File: src/rtl/wr_burst_gen_pkg.sv
// Shared definitions for the DDR write-burst generator: command codes, FSM states, bus widths.
package wr_burst_gen_pkg;

    localparam int unsigned ADDR_WIDTH     = 26;
    localparam int unsigned DATA_WIDTH     = 32;
    localparam int unsigned FIFO_CNT_WIDTH = 10;

    // Controller command codes, shared with the read-side generator
    typedef enum logic [2:0] {
        CmdNop   = 3'b000,
        CmdWrite = 3'b100,
        CmdRead  = 3'b110
    } cmd_e;

    typedef enum logic [2:0] {
        StIdle,
        StArm,
        StWaitAck,
        StXfer,
        StBdone,
        StGap,
        StFinish
    } state_e;

endpackage

File: src/rtl/wr_burst_gen.sv
// Write-burst generator: drains a FWFT sample FIFO into the DDR controller as a job of
// NUM_BURSTS fixed-length write bursts at consecutive addresses.
module wr_burst_gen
    import wr_burst_gen_pkg::*;
#(
    parameter int unsigned BURST_LEN = 4,
    parameter int unsigned CNT_W     = 16
) (
    input  logic                      clk,
    input  logic                      rst,
    input  logic                      start,
    input  logic [ADDR_WIDTH-1:0]     base_addr,
    input  logic [CNT_W-1:0]          num_bursts,
    input  logic [DATA_WIDTH-1:0]     fifo_data,
    input  logic [FIFO_CNT_WIDTH-1:0] fifo_cnt,
    output logic                      fifo_rd,
    input  logic                      cmd_ack,
    input  logic                      data_ack,
    input  logic                      auto_ref_req,
    output logic                      write_out,
    output logic [2:0]                cmd_w,
    output logic [ADDR_WIDTH-1:0]     addr_w,
    output logic [DATA_WIDTH-1:0]     data_w,
    output logic                      burst_done_w,
    output logic                      busy,
    output logic                      done
);

    localparam int unsigned WC_W = $clog2(BURST_LEN);

    state_e                  state_q, state_d;
    logic [ADDR_WIDTH-1:0]   cur_addr_q, cur_addr_d;
    logic [CNT_W-1:0]        rem_q, rem_d;
    logic [WC_W-1:0]         word_q, word_d;
    logic                    bd_second_q, bd_second_d;

    // Registered outputs: each _d is the value wanted in the state being entered
    logic                    write_out_q, write_out_d;
    cmd_e                    cmd_q, cmd_d;
    logic [ADDR_WIDTH-1:0]   addr_q, addr_d;
    logic                    burst_done_q, burst_done_d;
    logic                    busy_q, busy_d;
    logic                    done_q, done_d;

    // Next-state, counter and registered-output logic
    always_comb begin
        state_d      = state_q;
        cur_addr_d   = cur_addr_q;
        rem_d        = rem_q;
        word_d       = word_q;
        bd_second_d  = 1'b0;
        write_out_d  = write_out_q;
        cmd_d        = CmdNop;
        addr_d       = addr_q;
        burst_done_d = 1'b0;
        busy_d       = busy_q;
        done_d       = 1'b0;

        unique case (state_q)
            StIdle: begin
                if (start) begin
                    if (num_bursts != '0) begin
                        cur_addr_d  = base_addr;
                        rem_d       = num_bursts;
                        word_d      = '0;
                        write_out_d = 1'b1;
                        busy_d      = 1'b1;
                        state_d     = StArm;
                    end else begin
                        // Empty job: acknowledge immediately without touching the controller
                        done_d = 1'b1;
                    end
                end
            end
            StArm: begin
                // Only start a burst the FIFO can fully feed, and never ahead of a refresh
                if (!auto_ref_req && (fifo_cnt >= FIFO_CNT_WIDTH'(BURST_LEN))) begin
                    cmd_d   = CmdWrite;
                    addr_d  = cur_addr_q;
                    state_d = StWaitAck;
                end
            end
            StWaitAck: begin
                cmd_d = CmdWrite;
                if (cmd_ack) begin
                    cmd_d   = CmdNop;
                    word_d  = '0;
                    state_d = StXfer;
                end
            end
            StXfer: begin
                if (data_ack) begin
                    if (word_q == WC_W'(BURST_LEN - 1)) begin
                        word_d       = '0;
                        burst_done_d = 1'b1;
                        state_d      = StBdone;
                    end else begin
                        word_d = word_q + WC_W'(1);
                    end
                end
            end
            StBdone: begin
                if (!bd_second_q) begin
                    bd_second_d  = 1'b1;
                    burst_done_d = 1'b1;
                end else begin
                    rem_d      = rem_q - CNT_W'(1);
                    cur_addr_d = cur_addr_q + ADDR_WIDTH'(BURST_LEN);
                    if (rem_q != CNT_W'(1)) begin
                        state_d = StGap;
                    end else begin
                        write_out_d = 1'b0;
                        busy_d      = 1'b0;
                        done_d      = 1'b1;
                        state_d     = StFinish;
                    end
                end
            end
            StGap: begin
                // Let the controller drop its ack before the next command is raised
                if (!cmd_ack) begin
                    state_d = StArm;
                end
            end
            StFinish: begin
                state_d = StIdle;
            end
            default: begin
                state_d = StIdle;
            end
        endcase
    end

    // State, counters and registered outputs with synchronous reset
    always_ff @(posedge clk) begin
        if (rst) begin
            state_q      <= StIdle;
            cur_addr_q   <= '0;
            rem_q        <= '0;
            word_q       <= '0;
            bd_second_q  <= 1'b0;
            write_out_q  <= 1'b0;
            cmd_q        <= CmdNop;
            addr_q       <= '0;
            burst_done_q <= 1'b0;
            busy_q       <= 1'b0;
            done_q       <= 1'b0;
        end else begin
            state_q      <= state_d;
            cur_addr_q   <= cur_addr_d;
            rem_q        <= rem_d;
            word_q       <= word_d;
            bd_second_q  <= bd_second_d;
            write_out_q  <= write_out_d;
            cmd_q        <= cmd_d;
            addr_q       <= addr_d;
            burst_done_q <= burst_done_d;
            busy_q       <= busy_d;
            done_q       <= done_d;
        end
    end

    // FWFT FIFO: the head word goes straight out and is popped on the same-cycle accept
    assign data_w       = fifo_data;
    assign fifo_rd      = (state_q == StXfer) && data_ack && !rst;
    assign write_out    = write_out_q;
    assign cmd_w        = cmd_q;
    assign addr_w       = addr_q;
    assign burst_done_w = burst_done_q;
    assign busy         = busy_q;
    assign done         = done_q;

endmodule

File: config.mk
export PLATFORM = sky130hd
export DESIGN_NAME = wr_burst_gen
export DESIGN_NICKNAME = d
export VERILOG_FILES = /design/src/rtl/wr_burst_gen_pkg.sv /design/src/rtl/wr_burst_gen.sv
export SDC_FILE = /design/constraint.sdc
export NUM_CORES = 1
export LEC_CHECK = 0
export ABC_AREA = 1
export BUFFER_PORTS_ARGS = -buffer_cell sky130_fd_sc_hd__buf_2
export CAP_MARGIN = 20
export CORE_UTILIZATION = 25
export DETAILED_ROUTE_END_ITERATION = 10
export GPL_TIMING_DRIVEN = 0
export HOLD_SLACK_MARGIN = 0.06
export PLACE_DENSITY = 0.53
export SLEW_MARGIN = 20
export SYNTH_ARGS = -nofsm -noshare
export SYNTH_HDL_FRONTEND = slang
export SYNTH_SLANG_ARGS = --single-unit
File: constraint.sdc
create_clock -name clk -period 1.7 [get_ports clk]
set_input_delay 0.085 -clock clk [delete_from_list [all_inputs] [get_ports clk]]
set_output_delay 0.085 -clock clk [all_outputs]
set_load 0.1 [all_outputs]
==> run summary <==
SYNTHESIS
------------------------------------------------------------------------------------------
Top cells by count, synth                                                     218 x nand2_1, 142 x nor2_1, 78 x dfxtp_1, 69 x nand3_1, 62 x a21oi_1
Mapped Avg Cell Area                                                              6.04 um2
Post-synthesis instance area                                                      4800 um2
Most used flip-flop cell after synthesis                                           dfxtp_1
Portion of synthesized cell area occupied by the leading cell type                   32.5%
Async S/R FF share, synth                                                               0%
Fraction of the yosys area taken by sequential cells                                 32.5%
Warning count from the yosys run                                                         0
Most frequently used cell type in the post-synthesis netlist                       nand2_1
Post-synth EDFFs                                                                         0
Cell count after synthesis                                                             796
Synthesis-stage register bit count                                                      78
Top cells by area, synth                                                      dfxtp_1 33%, nand2_1 17%, nor2_1 11%
Library cell with the largest summed area after synthesis                          dfxtp_1
Yosys cell types                                                                        31

FLOORPLAN
------------------------------------------------------------------------------------------
Die Ht                                                                              141 um
Die span in x                                                                       141 um
# IOs                                                                                  156
Placeable core area                                                              18800 um2
Initial standard-cell utilization of the core                                        25.6%
Number of rows created at floorplan                                                     50
Die area                                                                         19800 um2

RUN
------------------------------------------------------------------------------------------
Max Cap Viol                                                                             0

ROUTE
------------------------------------------------------------------------------------------
Routed via count divided by cell count                                                4.63
Post-DRT Antenna Nets                                                                    0
Average detailed-routed wire length per instance                                   14.3 um
First-pass DRT Iterations                                                                5
Final wirelength                                                                  16700 um
Violation count after the first detailed-routing iteration                             475
Vias post-DR                                                                          5398
DRC Markers                                                                              0

CLOCK TREE
------------------------------------------------------------------------------------------
H-tree levels                                                                            3
Number of buffers inserted during clock tree synthesis                                   9
Clock insertion delay at the later pin of the skew report                          0.35 ns
TritonCTS clock tree                                                                  done
Cell at the root of the clock tree                                               clkbuf_16
Clock edge transition at the registers on the reported setup and hold paths        0.06 ns
Worst-case clock buffer depth                                                            2
Number of sinks handled by clock tree synthesis                                         78

TIMING
------------------------------------------------------------------------------------------
Number of setup violations in the final report                                           0
Max Freq                                                                         0.611 GHz
Time the worst path needs with I/O delays and setup                                1.64 ns
Setup repair after global routing missed its margin                                   true
Crit share post-route                                                                96.3%
Final Skew                                                                      0.00913 ns
Relative slew slack                                                                  54.8%
Max Transition Viols Final                                                               0
Worst Tran Pin Value                                                              0.678 ns
Final count of hold timing violations                                                    0

GLOBAL ROUTING
------------------------------------------------------------------------------------------
Global-route usage over all layers                                                   17.1%
Antenna violations before repair                                                         0
Number of global-route vias before repair                                             4914
Global-route wire length before repair                                            26000 um
Largest net degree at the start of global routing                                       12
Grt total ovfl                                                                           0

SETUP PATH
------------------------------------------------------------------------------------------
Arrival @ worst endpoint                                                           1.55 ns
Critical path peak fanout                                                                8
Worst reg2reg path startpoint                                                 state_q[2]$_SDFFE_PP0P_
Critical path data required time                                                   1.62 ns
Kind of launch point of the worst setup path                                     flip-flop
Critical R2R Capture                                                          addr_w[7]$_SDFFE_PP0P_
Crit Path Category                                                              reg -> out
Worst-case reg-to-reg path depth                                                         7
Endpoint class of the critical path                                            output port
Minimum setup slack among reg-to-reg paths                                         0.08 ns

CELLS AND AREA
------------------------------------------------------------------------------------------
Finished layout cell area                                                         6180 um2
Final cell count without fillers                                                      1166
Proportion of layout cells with a drive suffix above 1                               24.9%
Layout-stage area growth over the synthesis result                                   28.6%
Final Core Density                                                                   32.9%
Number of nets in the layout                                                          1023
Fill count                                                                            2148
Total inserted antenna cells                                                             0
Combined area of the multi-input logic cells                                      2690 um2
Register area                                                                     1570 um2

PLACED DESIGN
------------------------------------------------------------------------------------------
HPWL after detailed placement                                                     12600 um
Placed cell areas                                                                 5730 um2
Post-placement cell count                                                             1150
Weighted congestion at the end of routability-driven global placement                0.866
Number of input and output port buffers inserted                                       119

WORST HOLD PATH
------------------------------------------------------------------------------------------
Start point of the worst min-delay path                                       base_addr[1]
Hold path endpoint                                                            cur_addr_q[1]$_SDFFE_PP0P_
Classification of the worst-slack hold path                                      in -> reg
Number of instances on the worst hold path                                               5

POWER AND IR DROP
------------------------------------------------------------------------------------------
Cell leakage power                                                                 2.75 nW
Power per Cell Area                                                            1770 nW/um2
Post-layout power                                                                 0.0109 W
Highest ir drop seen on vdd                                                     0.000834 V

RUN STATUS
------------------------------------------------------------------------------------------
Outcome                                                                       finished, final reports clean

logic make-up (layout without fill, tap and decap cells):
logic type      Yosys count  count (layout)  share of synthesized area (%)
buf+inv                 134             269                           13.9
simple gates            458             458                           39.3
xor+xnor                  3               3                          0.547
other cells               1               2                         0.0781
flops                    78              78                           32.5
fa+ha+maj                 4               4                           1.04
compound gates          118             118                           12.7
placed cells by master, fill, tap and decap left out, types with 7 or more instances in the layout:
cell type  synthesis  routed
buf_2             19     125
nand4_1            8       8
dfxtp_1           78      70
dfxtp_2            0       7
nand2_1          218     212
inv_1             60      59
buf_4             37      39
nor2_4             1       7
o21ai_0           43      41
a21oi_1           62      62
clkbuf_16          0       9
nor2_1           142     132
nand3_1           69      69
nor2_2             4       8
clkbuf_1          12      11
clkbuf_4           0       8
repair_timing:
action,4_1_cts,5_1_grt
endpoints found under the hold margin,1,0
resized for setup,5,49
buffers inserted,1,0
pin swaps,1,0
hold buffers,1,0
setup endpoints to repair,15,67
per-stage QoR:
stage	hold slack [ns]	setup WS [ns]	setup TNS [ns]
finish	0.0569	0.0627	0
detailed placement	0.404	-0.132	-0.881
global route	0.0905	-0.0203	-0.0880
global placement	0.406	-0.106	-0.803
CTS	0.0610	0.00841	0
floorplan	0.255	-0.00643	-0.00643
power by group:
part	internal (W)	total (W)	switching, W
Clock	0.00120	0.00197	0.000767
Sequential	0.00243	0.00314	0.000711
Combinational	0.00174	0.00583	0.00409
worst max-delay path, cell delays in order (launching register included):
cell     delay, ns
dfxtp_2       0.32
buf_6         0.14
nand2_4       0.06
nor2_4        0.14
inv_2         0.06
nor3_4        0.17
buf_4         0.31
metal layers:
layer	track usage (%)	up-vias	wire length (um)
li1	-	2769	-
met1	23.8	2432	8060
met2	26.9	182	7300
met3	3.29	15	1100
met4	4.46	0	204
met5	0	-	0
worst max path at each step:
stage | start | end | slack [ns] | depth (start not counted)
floorplan | state_q[1]$_SDFFE_PP0P_ | burst_done_w$_SDFF_PP0_ | -0.006 | 7
global placement | state_q[1]$_SDFFE_PP0P_ | cur_addr_q[20]$_SDFFE_PP0N_ | -0.11 | 8
detailed placement | cur_addr_q[2]$_SDFFE_PP0N_ | cur_addr_q[16]$_SDFFE_PP0N_ | -0.13 | 10
CTS | state_q[2]$_SDFFE_PP0P_ | addr_w[22]$_SDFFE_PP0P_ | 0.008 | 7
global route | state_q[2]$_SDFFE_PP0P_ | addr_w[25]$_SDFFE_PP0P_ | -0.02 | 7
finish | state_q[1]$_SDFFE_PP0P_ | fifo_rd | 0.06 | 6
flip-flops by register name (all words and copies together) (netlist names):
signal / count
addr_w: 26
cur_addr_q: 26
rem_q: 16
state_q: 3
word_q: 2
bd_second_q: 1
burst_done_w: 1
busy: 1
cmd_w: 1
done: 1
layout make-up:
type / count / area share [%]
clock inverters: 1 / 0.486
multi-input cells: 585 / 43.5
flip-flops and latches: 78 / 25.5
plain buffers: 69 / 7.62
well taps: 234 / 4.74
inverters: 65 / 3.95
clock buffers: 13 / 4.21
repair buffers: 121 / 9.97
Note: power is estimated with default switching activity, not from simulation.
